## src/rtl/cohort_fifo_ptr_ctrl_if.sv

```systemverilog
// Handshake and mirror bundle between the cohort pointer engine and its neighbours.
// The slave side is the pointer engine; the master side drives mirrors and handshakes.
interface cohort_fifo_ptr_ctrl_if #(
    parameter int reg_width = 128,
    parameter int PtrWidth  = 64,
    parameter int CntWidth  = 32
);
    logic                 element_fetched_i;
    logic [reg_width-1:0] p_fifo_info_i;
    logic [reg_width-1:0] p_head_ptr_i;
    logic [reg_width-1:0] c_fifo_info_i;
    logic [reg_width-1:0] c_tail_ptr_i;
    logic                 push_valid_i;
    logic                 push_ready_o;
    logic                 pop_valid_o;
    logic                 pop_ready_i;
    logic [PtrWidth-1:0]  producer_tail_ptr_o;
    logic [PtrWidth-1:0]  consumer_head_ptr_o;
    logic [CntWidth-1:0]  p_count_o;
    logic [CntWidth-1:0]  c_count_o;
    logic                 cfg_err_o;

    modport slave (
        input  element_fetched_i, p_fifo_info_i, p_head_ptr_i, c_fifo_info_i, c_tail_ptr_i,
        input  push_valid_i, pop_ready_i,
        output push_ready_o, pop_valid_o, producer_tail_ptr_o, consumer_head_ptr_o,
        output p_count_o, c_count_o, cfg_err_o
    );

    modport master (
        output element_fetched_i, p_fifo_info_i, p_head_ptr_i, c_fifo_info_i, c_tail_ptr_i,
        output push_valid_i, pop_ready_i,
        input  push_ready_o, pop_valid_o, producer_tail_ptr_o, consumer_head_ptr_o,
        input  p_count_o, c_count_o, cfg_err_o
    );
endinterface

```

## src/rtl/cohort_fifo_ptr_ctrl.sv

```systemverilog
// Local tail/head pointer engine for a cohort tile's producer and consumer FIFOs.
// Remote ends are seen through coherent mirrors; depths are latched when the tile starts running.
module cohort_fifo_ptr_ctrl #(
    parameter int reg_width = 128,
    parameter int PtrWidth  = 64,
    parameter int CntWidth  = 32
) (
    input logic                    clk,
    input logic                    rst_n,
    cohort_fifo_ptr_ctrl_if.slave  bus
);
    typedef enum logic [1:0] {ST_IDLE, ST_RUN, ST_ERR} state_t;

    localparam logic [PtrWidth-1:0] PTR_ONE   = PtrWidth'(1);
    localparam logic [CntWidth-1:0] MIN_DEPTH = CntWidth'(2);

    state_t              r_state;
    state_t              w_state_nxt;
    logic [CntWidth-1:0] r_p_depth;
    logic [CntWidth-1:0] r_c_depth;
    logic [PtrWidth-1:0] r_tail;
    logic [PtrWidth-1:0] r_head;
    logic [CntWidth-1:0] r_p_cnt;
    logic [CntWidth-1:0] r_c_cnt;

    logic [PtrWidth-1:0] w_p_head;
    logic [PtrWidth-1:0] w_c_tail;
    logic [CntWidth-1:0] w_p_depth_in;
    logic [CntWidth-1:0] w_c_depth_in;
    logic [PtrWidth-1:0] w_p_depth;
    logic [PtrWidth-1:0] w_c_depth;
    logic [PtrWidth-1:0] w_tail_nxt;
    logic [PtrWidth-1:0] w_head_nxt;
    logic [PtrWidth-1:0] w_p_cnt;
    logic [PtrWidth-1:0] w_c_cnt;
    logic                w_run;
    logic                w_full;
    logic                w_empty;
    logic                w_push;
    logic                w_pop;
    logic                w_cfg_ok;
    logic                w_ptr_oob;
    logic                w_unused;

    // Only the low fields of the mirrored words carry meaning.
    assign w_p_head     = bus.p_head_ptr_i[PtrWidth-1:0];
    assign w_c_tail     = bus.c_tail_ptr_i[PtrWidth-1:0];
    assign w_p_depth_in = bus.p_fifo_info_i[CntWidth-1:0];
    assign w_c_depth_in = bus.c_fifo_info_i[CntWidth-1:0];
    assign w_unused     = ^{bus.p_head_ptr_i[reg_width-1:PtrWidth], bus.c_tail_ptr_i[reg_width-1:PtrWidth],
                            bus.p_fifo_info_i[reg_width-1:CntWidth], bus.c_fifo_info_i[reg_width-1:CntWidth]};

    assign w_p_depth = {{(PtrWidth-CntWidth){1'b0}}, r_p_depth};
    assign w_c_depth = {{(PtrWidth-CntWidth){1'b0}}, r_c_depth};

    // Modulo-depth increment; depths need not be powers of two.
    assign w_tail_nxt = (r_tail == w_p_depth - PTR_ONE) ? '0 : r_tail + PTR_ONE;
    assign w_head_nxt = (r_head == w_c_depth - PTR_ONE) ? '0 : r_head + PTR_ONE;

    assign w_run     = (r_state == ST_RUN);
    assign w_full    = (w_tail_nxt == w_p_head);
    assign w_empty   = (r_head == w_c_tail);
    assign w_push    = w_run & ~w_full & bus.push_valid_i;
    assign w_pop     = w_run & ~w_empty & bus.pop_ready_i;
    assign w_cfg_ok  = (w_p_depth_in >= MIN_DEPTH) && (w_c_depth_in >= MIN_DEPTH);
    assign w_ptr_oob = (w_p_head >= w_p_depth) || (w_c_tail >= w_c_depth);

    assign w_p_cnt = (r_tail >= w_p_head) ? r_tail - w_p_head : r_tail + w_p_depth - w_p_head;
    assign w_c_cnt = (w_c_tail >= r_head) ? w_c_tail - r_head : w_c_tail + w_c_depth - r_head;

    always_comb begin
        w_state_nxt = r_state;
        unique case (r_state)
            ST_IDLE: if (bus.element_fetched_i) w_state_nxt = w_cfg_ok ? ST_RUN : ST_ERR;
            ST_RUN: begin
                if (!bus.element_fetched_i) w_state_nxt = ST_IDLE;
                else if (w_ptr_oob)         w_state_nxt = ST_ERR;
            end
            ST_ERR:  if (!bus.element_fetched_i) w_state_nxt = ST_IDLE;
            default: w_state_nxt = ST_IDLE;
        endcase
    end

    always_ff @(posedge clk or negedge rst_n) begin
        if (!rst_n) begin
            r_state   <= ST_IDLE;
            r_p_depth <= '0;
            r_c_depth <= '0;
            r_tail    <= '0;
            r_head    <= '0;
            r_p_cnt   <= '0;
            r_c_cnt   <= '0;
        end else begin
            r_state <= w_state_nxt;
            if (r_state == ST_IDLE && w_state_nxt == ST_RUN) begin
                r_p_depth <= w_p_depth_in;
                r_c_depth <= w_c_depth_in;
            end
            if (w_state_nxt == ST_IDLE) begin
                r_tail <= '0;
                r_head <= '0;
            end else begin
                if (w_push) r_tail <= w_tail_nxt;
                if (w_pop)  r_head <= w_head_nxt;
            end
            r_p_cnt <= w_run ? w_p_cnt[CntWidth-1:0] : '0;
            r_c_cnt <= w_run ? w_c_cnt[CntWidth-1:0] : '0;
        end
    end

    assign bus.push_ready_o        = w_run & ~w_full;
    assign bus.pop_valid_o         = w_run & ~w_empty;
    assign bus.producer_tail_ptr_o = r_tail;
    assign bus.consumer_head_ptr_o = r_head;
    assign bus.p_count_o           = r_p_cnt;
    assign bus.c_count_o           = r_c_cnt;
    assign bus.cfg_err_o           = (r_state == ST_ERR);
endmodule
```

## src/flat_wrapper.sv

```systemverilog
// flat-port wrapper written by rule: the top's interface ports become plain ports
module cohort_fifo_ptr_ctrl_flat 
#(
    parameter int reg_width = 128,
    parameter int PtrWidth  = 64,
    parameter int CntWidth  = 32
)
  (clk, rst_n, bus_element_fetched_i, bus_p_fifo_info_i, bus_p_head_ptr_i, bus_c_fifo_info_i, bus_c_tail_ptr_i, bus_push_valid_i, bus_pop_ready_i, bus_push_ready_o, bus_pop_valid_o, bus_producer_tail_ptr_o, bus_consumer_head_ptr_o, bus_p_count_o, bus_c_count_o, bus_cfg_err_o);
  cohort_fifo_ptr_ctrl_if #(.reg_width(reg_width), .PtrWidth(PtrWidth), .CntWidth(CntWidth)) bus_i ();
  input logic clk;
  input logic rst_n;
  input wire logic [$bits(bus_i.element_fetched_i)-1:0] bus_element_fetched_i;
  input wire logic [$bits(bus_i.p_fifo_info_i)-1:0] bus_p_fifo_info_i;
  input wire logic [$bits(bus_i.p_head_ptr_i)-1:0] bus_p_head_ptr_i;
  input wire logic [$bits(bus_i.c_fifo_info_i)-1:0] bus_c_fifo_info_i;
  input wire logic [$bits(bus_i.c_tail_ptr_i)-1:0] bus_c_tail_ptr_i;
  input wire logic [$bits(bus_i.push_valid_i)-1:0] bus_push_valid_i;
  input wire logic [$bits(bus_i.pop_ready_i)-1:0] bus_pop_ready_i;
  output wire logic [$bits(bus_i.push_ready_o)-1:0] bus_push_ready_o;
  output wire logic [$bits(bus_i.pop_valid_o)-1:0] bus_pop_valid_o;
  output wire logic [$bits(bus_i.producer_tail_ptr_o)-1:0] bus_producer_tail_ptr_o;
  output wire logic [$bits(bus_i.consumer_head_ptr_o)-1:0] bus_consumer_head_ptr_o;
  output wire logic [$bits(bus_i.p_count_o)-1:0] bus_p_count_o;
  output wire logic [$bits(bus_i.c_count_o)-1:0] bus_c_count_o;
  output wire logic [$bits(bus_i.cfg_err_o)-1:0] bus_cfg_err_o;
  assign bus_i.element_fetched_i = bus_element_fetched_i;
  assign bus_i.p_fifo_info_i = bus_p_fifo_info_i;
  assign bus_i.p_head_ptr_i = bus_p_head_ptr_i;
  assign bus_i.c_fifo_info_i = bus_c_fifo_info_i;
  assign bus_i.c_tail_ptr_i = bus_c_tail_ptr_i;
  assign bus_i.push_valid_i = bus_push_valid_i;
  assign bus_i.pop_ready_i = bus_pop_ready_i;
  assign bus_push_ready_o = bus_i.push_ready_o;
  assign bus_pop_valid_o = bus_i.pop_valid_o;
  assign bus_producer_tail_ptr_o = bus_i.producer_tail_ptr_o;
  assign bus_consumer_head_ptr_o = bus_i.consumer_head_ptr_o;
  assign bus_p_count_o = bus_i.p_count_o;
  assign bus_c_count_o = bus_i.c_count_o;
  assign bus_cfg_err_o = bus_i.cfg_err_o;
  cohort_fifo_ptr_ctrl #(.reg_width(reg_width), .PtrWidth(PtrWidth), .CntWidth(CntWidth)) u_core (.clk(clk), .rst_n(rst_n), .bus(bus_i));
endmodule
```

## config.mk

```make
export PLATFORM = sky130hd
export DESIGN_NAME = cohort_fifo_ptr_ctrl_flat
export DESIGN_NICKNAME = d
export VERILOG_FILES = /design/src/rtl/cohort_fifo_ptr_ctrl_if.sv /design/src/rtl/cohort_fifo_ptr_ctrl.sv /design/src/flat_wrapper.sv
export SDC_FILE = /design/constraint.sdc
export NUM_CORES = 1
export LEC_CHECK = 0
export ABC_AREA = 1
export CAP_MARGIN = 20
export CORE_AREA = 2 2 280 282
export CTS_CLUSTER_SIZE = 8
export DETAILED_ROUTE_END_ITERATION = 8
export DIE_AREA = 0 0 282 284
export GPL_TIMING_DRIVEN = 0
export PLACE_DENSITY = 0.68
export SLEW_MARGIN = 10
export SYNTH_ARGS = -nofsm -noshare
export SYNTH_HDL_FRONTEND = slang
export SYNTH_SLANG_ARGS = --single-unit
```

## constraint.sdc

```tcl
create_clock -name clk -period 3.2 [get_ports clk]
set_input_delay 0.64 -clock clk [delete_from_list [all_inputs] [get_ports clk]]
set_output_delay 0.64 -clock clk [all_outputs]
set_load 0.01 [all_outputs]
```

Word-level counts from Yosys, hierarchy flattened --
Index checks and enable logic that the tools add are counted.
Word-level totals: bits in registers 258, bits of input ports 517, output and inout bits 195, word-level logic and storage cells 59
Operators by class: add/sub/neg operators 10, order comparisons 6, eq/ne operators 7, mux-type cells 16, bitwise logic cells 6, reductions and logical operators 7
Operator list (number):
- 64-bit two-way mux | 6
- 64-bit == test | 4
- 64-bit by 1-bit adder with 64-bit output, second input constant | 2
- 64-bit by 32-bit greater-or-equal comparator with 1-bit output | 2
- 64-bit greater-or-equal comparator | 2
- 32-bit two-way mux | 4
- 32-bit subtractor | 4
- 32-bit by 1-bit subtractor with 33-bit output, second input constant | 2
- 32-bit adder | 2
- 32-bit by 2-bit greater-or-equal comparator with 1-bit output, second input constant | 2
- 2-bit two-way mux | 5
- 2-bit one-hot mux with 3 select lines | 1
- 1-bit AND | 4
- 2-bit by 1-bit == test with 1-bit output, second input constant | 2
- 2-bit logical NOT | 2
- 2-bit nonzero test | 2
- 2-bit == test, second input constant | 1
- 1-bit logical AND | 2
- 1-bit NOT | 2
- 1-bit logical OR | 1

Longest topological paths before layout --
depth after elaboration 9, depth in mapped cells 31

Worst setup path before layout --
No wires, ideal clock.
kind input-to-reg, start point input bus_c_tail_ptr_i[2], end point register u_core.r_c_cnt[23], in the netlist u_core.bus.c_count_o[23], arrival time 3.420 ns, setup slack -0.352 ns, stages on the path 18, path buffers 0, cells stage by stage inv_1 > fa_1 > inv_1 > ha_1 > a21oi_1 > nand2_1 > nand2_1 > nand2_1 > a21oi_1 > o21ai_0 > a21boi_0 > o21ai_0 > a21boi_0 > o21a_1 > o21bai_1 > xor2_1 > o21ai_0 > nor2_1
On the way: longest elaborated chain between the ends 4, elaborated cells between the ends (all ways) 6, classes of those cells 3 x add/sub; 1 x order compare; 2 x mux
Ends and longest elaborated chain:
- start: declaration | line flat_wrapper.sv:16 | input wire logic [$bits(bus_i.c_tail_ptr_i)-1:0] bus_c_tail_ptr_i;
- 32-bit adder | line cohort_fifo_ptr_ctrl.sv:69 | assign w_c_cnt = (w_c_tail >= r_head) ? w_c_tail - r_head : w_c_tail + w_c_depth - r_head;
- 32-bit subtractor | line cohort_fifo_ptr_ctrl.sv:69
- 32-bit two-way mux * | line cohort_fifo_ptr_ctrl.sv:69
- 32-bit two-way mux * | line cohort_fifo_ptr_ctrl.sv:107 | r_c_cnt <= w_run ? w_c_cnt[CntWidth-1:0] : '0;
- end signal: assignment | line cohort_fifo_ptr_ctrl.sv:107
- end: declaration | line cohort_fifo_ptr_ctrl.sv:24 | logic [CntWidth-1:0] r_c_cnt;
Every way passes the cells marked *; elsewhere a longest branch is shown, timed or not. A chain may end at the register's enable or synchronous reset.

Worst setup path in the final report --
start point register u_core.r_p_depth[5], end point output bus_push_ready_o
On the way: longest elaborated chain between the ends 6
Ends and longest elaborated chain:
- start: declaration | line cohort_fifo_ptr_ctrl.sv:19 | logic [CntWidth-1:0] r_p_depth;
- start signal: assignment | line cohort_fifo_ptr_ctrl.sv:96 | r_p_depth <= w_p_depth_in;
- 32-bit by 1-bit subtractor with 33-bit output | line cohort_fifo_ptr_ctrl.sv:57 | assign w_tail_nxt = (r_tail == w_p_depth - PTR_ONE) ? '0 : r_tail + PTR_ONE;
- 64-bit == test | line cohort_fifo_ptr_ctrl.sv:57
- 64-bit two-way mux | line cohort_fifo_ptr_ctrl.sv:57
- 64-bit == test | line cohort_fifo_ptr_ctrl.sv:61 | assign w_full = (w_tail_nxt == w_p_head);
- 1-bit NOT | line cohort_fifo_ptr_ctrl.sv:111 | assign bus.push_ready_o = w_run & ~w_full;
- 1-bit AND | line cohort_fifo_ptr_ctrl.sv:111
- end: declaration | line flat_wrapper.sv:19 | output wire logic [$bits(bus_i.push_ready_o)-1:0] bus_push_ready_o;
No other way between the ends.

==> qor.csv <==
metric,value,unit
status,"complete, but fails checks",
failing checks,setup timing,
#FFs+latches synth,258,
met3 wire length,13900,µm
Crit Path Max Fanout,6,
fin crit period,4.38,ns
Post-CTS Hold Buffers,0,
most common cell in the netlist,nand2_1,
Tcrit/Tclk final,1.37,
RSZ-0062 raised after global routing,true,
top cell type by total area after synthesis,dfrtp_1,
Metal-1 WL,60000,µm
required time of the worst setup path,2.56,ns
reg2reg start,u_core.r_p_depth[5],
CTS max path bufs,3,
Detail Route Antenna Nets,0,
first-pass GRT wire length,198000,µm
1st-iter DRT viols,3774,
final setup fails,245,
initial antenna violation count,6,
I/O Pins,712,
RR Endpoint,u_core.bus.producer_tail_ptr_o[12],
Post-Route WL,137000,µm
Max Cap Viol,0,
clock root buffer master,clkbuf_16,
Starting Density,0.391,
top post-synthesis cells by area,"dfrtp_1 (21%), nand2_1 (13%), ha_1 (12%), inv_1 (8.4%), xor2_1 (6.5%)",
"Top FF cell, synth",dfrtp_1,
final worst slack,-1.18,ns
Max Freq,0.228,GHz
Core ar.,77000,µm²
worst r2r path cells,28,
CTS Buf Count,40,
Worst setup EP type,output port,
Final nets,5975,
worst hold path type,in2async,
Leak Pwr,18.8,nW
crit path launch type,flop,
layout cell share with drive strength beyond 1,0.123,
"Avg Cell Area, Syn",6.65,µm²
vias per cell,5.53,
GR Overflow Total,0,
DP HPWL,110000,µm
"Design Area, Final",39700,µm²
Fin. Hold Viols,0,
Post-synth EDFFs,0,
Top Layer Used,met5,
Max transition margin,0.210,
Netlist cell types,50,
Syn Inst Count,4530,
flop2flop setup slack,-0.67,ns
pwr dens,392,nW/µm²
Routed WL per cell,22.3,µm
Max VDD drop,372,µV
largest net degree at the start of global routing,97,
Layout Skew,0.0525,ns
Synth top area share,0.214,
CTS tree,built,
Setup TNS,-78.92,ns
DR vias,34100,
Port-buffer cells,391,
WL met2,57500,µm
synthesized net count,5400,
Die X,282,µm
Synth Warn #,0,
drt first pass iters,6,
number of H-tree levels,2,
clk sink count,258,
critical path type,reg2out,
worst skew pair latency,0.62,ns
hold slack,0.0263,ns
Die Span Y,284,µm
fin. max-slew vios,0,
# rows,102,
routability cong.,1.02,
Power Total,0.0156,W
mapped cell area,30100,µm²
Worst Max-Slew Pin Slew,1.18,ns
sequential cell area fraction in the yosys report,0.214,
commonest cells in the netlist,"nand2_1 (1043), inv_1 (675), nor2_1 (504), a21oi_1 (296), ha_1 (289)",
placed cell area,35600,µm²
"FFs w/ async S/R, synth",1.00,
GRT Total Usage,0.329,
Worst Path Arrival,3.74,ns
"Area growth, synth to finish",31.8,%
DRC violation count after routing,0,
Clock Pin Slew Worst Setup and Hold Paths,0.05,ns
vias in the first global route,31500,
die area,80100,µm²
cells in the final DEF (no fill, tap or decap), types with 16 or more instances in the layout:
| master | synthesis | layout |
|---|---|---|
| a211oi_1 | 21 | 19 |
| a21oi_1 | 296 | 278 |
| a21oi_2 | 0 | 16 |
| a31oi_1 | 24 | 23 |
| buf_4 | 4 | 112 |
| buf_6 | 7 | 18 |
| clkbuf_1 | 68 | 46 |
| clkbuf_16 | 0 | 51 |
| clkdlybuf4s50_1 | 0 | 374 |
| dfrtp_1 | 258 | 177 |
| dfrtp_2 | 0 | 81 |
| fa_1 | 64 | 60 |
| ha_1 | 289 | 270 |
| inv_1 | 675 | 647 |
| inv_2 | 8 | 25 |
| nand2_1 | 1043 | 1015 |
| nand2_2 | 8 | 27 |
| nand3_1 | 272 | 257 |
| nand4_1 | 130 | 130 |
| nor2_1 | 504 | 448 |
| nor2_2 | 14 | 37 |
| nor2_4 | 2 | 35 |
| nor3_1 | 122 | 99 |
| nor3_2 | 1 | 16 |
| nor4_1 | 67 | 59 |
| o21a_1 | 19 | 19 |
| o21ai_0 | 156 | 127 |
| o21ai_1 | 11 | 24 |
| xnor2_1 | 81 | 81 |
| xor2_1 | 224 | 223 |
critical path, stage by stage, from the launching register on:
cell,delay (ns)
dfrtp_2,0.44
buf_6,0.14
nor2_4,0.18
inv_2,0.06
nor2_4,0.14
nand2_2,0.09
nand2_1,0.07
nand2_1,0.06
nor2_1,0.11
nand3_1,0.13
nor2_4,0.18
inv_2,0.06
nor2_4,0.13
nand2_8,0.10
buf_12,0.16
buf_12,0.15
nand3_1,0.07
nand2_1,0.06
nor2_1,0.09
nand2_1,0.10
nor2_2,0.14
nand2_2,0.11
nor2_4,0.16
a21oi_2,0.08
buf_2,0.14
cell type report:
class / instances / area, µm²
Tap cell: 1040 / 1300
Inverter: 687 / 2630
Sequential cell: 258 / 6560
Fill cell: 7702 / 37300
Antenna cell: 3 / 7.51
Clock inverter: 6 / 109
Clock buffer: 48 / 1060
Multi-Input combinational cell: 3476 / 21800
Timing Repair Buffer: 532 / 5390
Buffer: 110 / 843
sequential cells by signal (all words and copies together), names as in the netlist:
register and cells:
u_core.bus.p_count_o 32, u_core.r_state 2, u_core.bus.consumer_head_ptr_o 64, u_core.bus.producer_tail_ptr_o 64, u_core.bus.c_count_o 32, u_core.r_p_depth 32
u_core.r_c_depth 32
how the worst max path moves through the flow:
stage	startpoint	endpoint	slack, ns
2_1_floorplan	bus_c_tail_ptr_i[2]	u_core.bus.c_count_o[23]	-0.02
3_3_place_gp	rst_n	u_core.bus.producer_tail_ptr_o[1]	-11.52
3_5_place_dp	bus_p_head_ptr_i[3]	u_core.bus.p_count_o[22]	-1.79
4_1_cts	u_core.r_p_depth[1]	bus_push_ready_o	-1.17
5_1_grt	u_core.r_p_depth[15]	bus_push_ready_o	-1.32
6_report	u_core.r_p_depth[5]	bus_push_ready_o	-1.18
per-stage QoR:
stage,setup slack (ns),utilization,instances
floorplan,-0.0199,-,4530
global placement,-11.52,0.461,5961
detailed placement,-1.79,0.462,5967
CTS,-1.17,0.496,6076
global route,-1.32,0.516,6157
finish,-1.18,0.516,6160
logic make-up after synthesis:
group / Yosys count / synth area share
AO/OA/AOI/OAI: 606 / 0.113
XOR/XNOR: 305 / 0.0887
adder cells (fa/ha/maj): 353 / 0.163
buffers and inverters: 797 / 0.104
flip-flops: 258 / 0.214
AND/OR/NAND/NOR: 2211 / 0.317
layer usage:
metal | vias up | GRT usage
met4 | 10 | 0.120
li1 | 15900 | -
met2 | 1807 | 0.485
met1 | 16100 | 0.467
met5 | - | 0.00916
met3 | 288 | 0.0717
repair_timing:
action                     4_1_cts  5_1_grt
pin swaps                       37       89
setup endpoints to repair      250      259
gates resized for setup        302      223
buffers inserted                49       69
cloned                           6       11
power breakdown:
part	total, W	leakage [nW]	switching (W)	internal [W]
combinational	0.00737	15.0	0.00443	0.00295
clock	0.00419	0.567	0.00178	0.00241
sequential	0.00398	3.28	0.000371	0.00361
total	0.0156	18.8	0.00658	0.00897
Note: power is estimated with default switching activity, not from simulation.
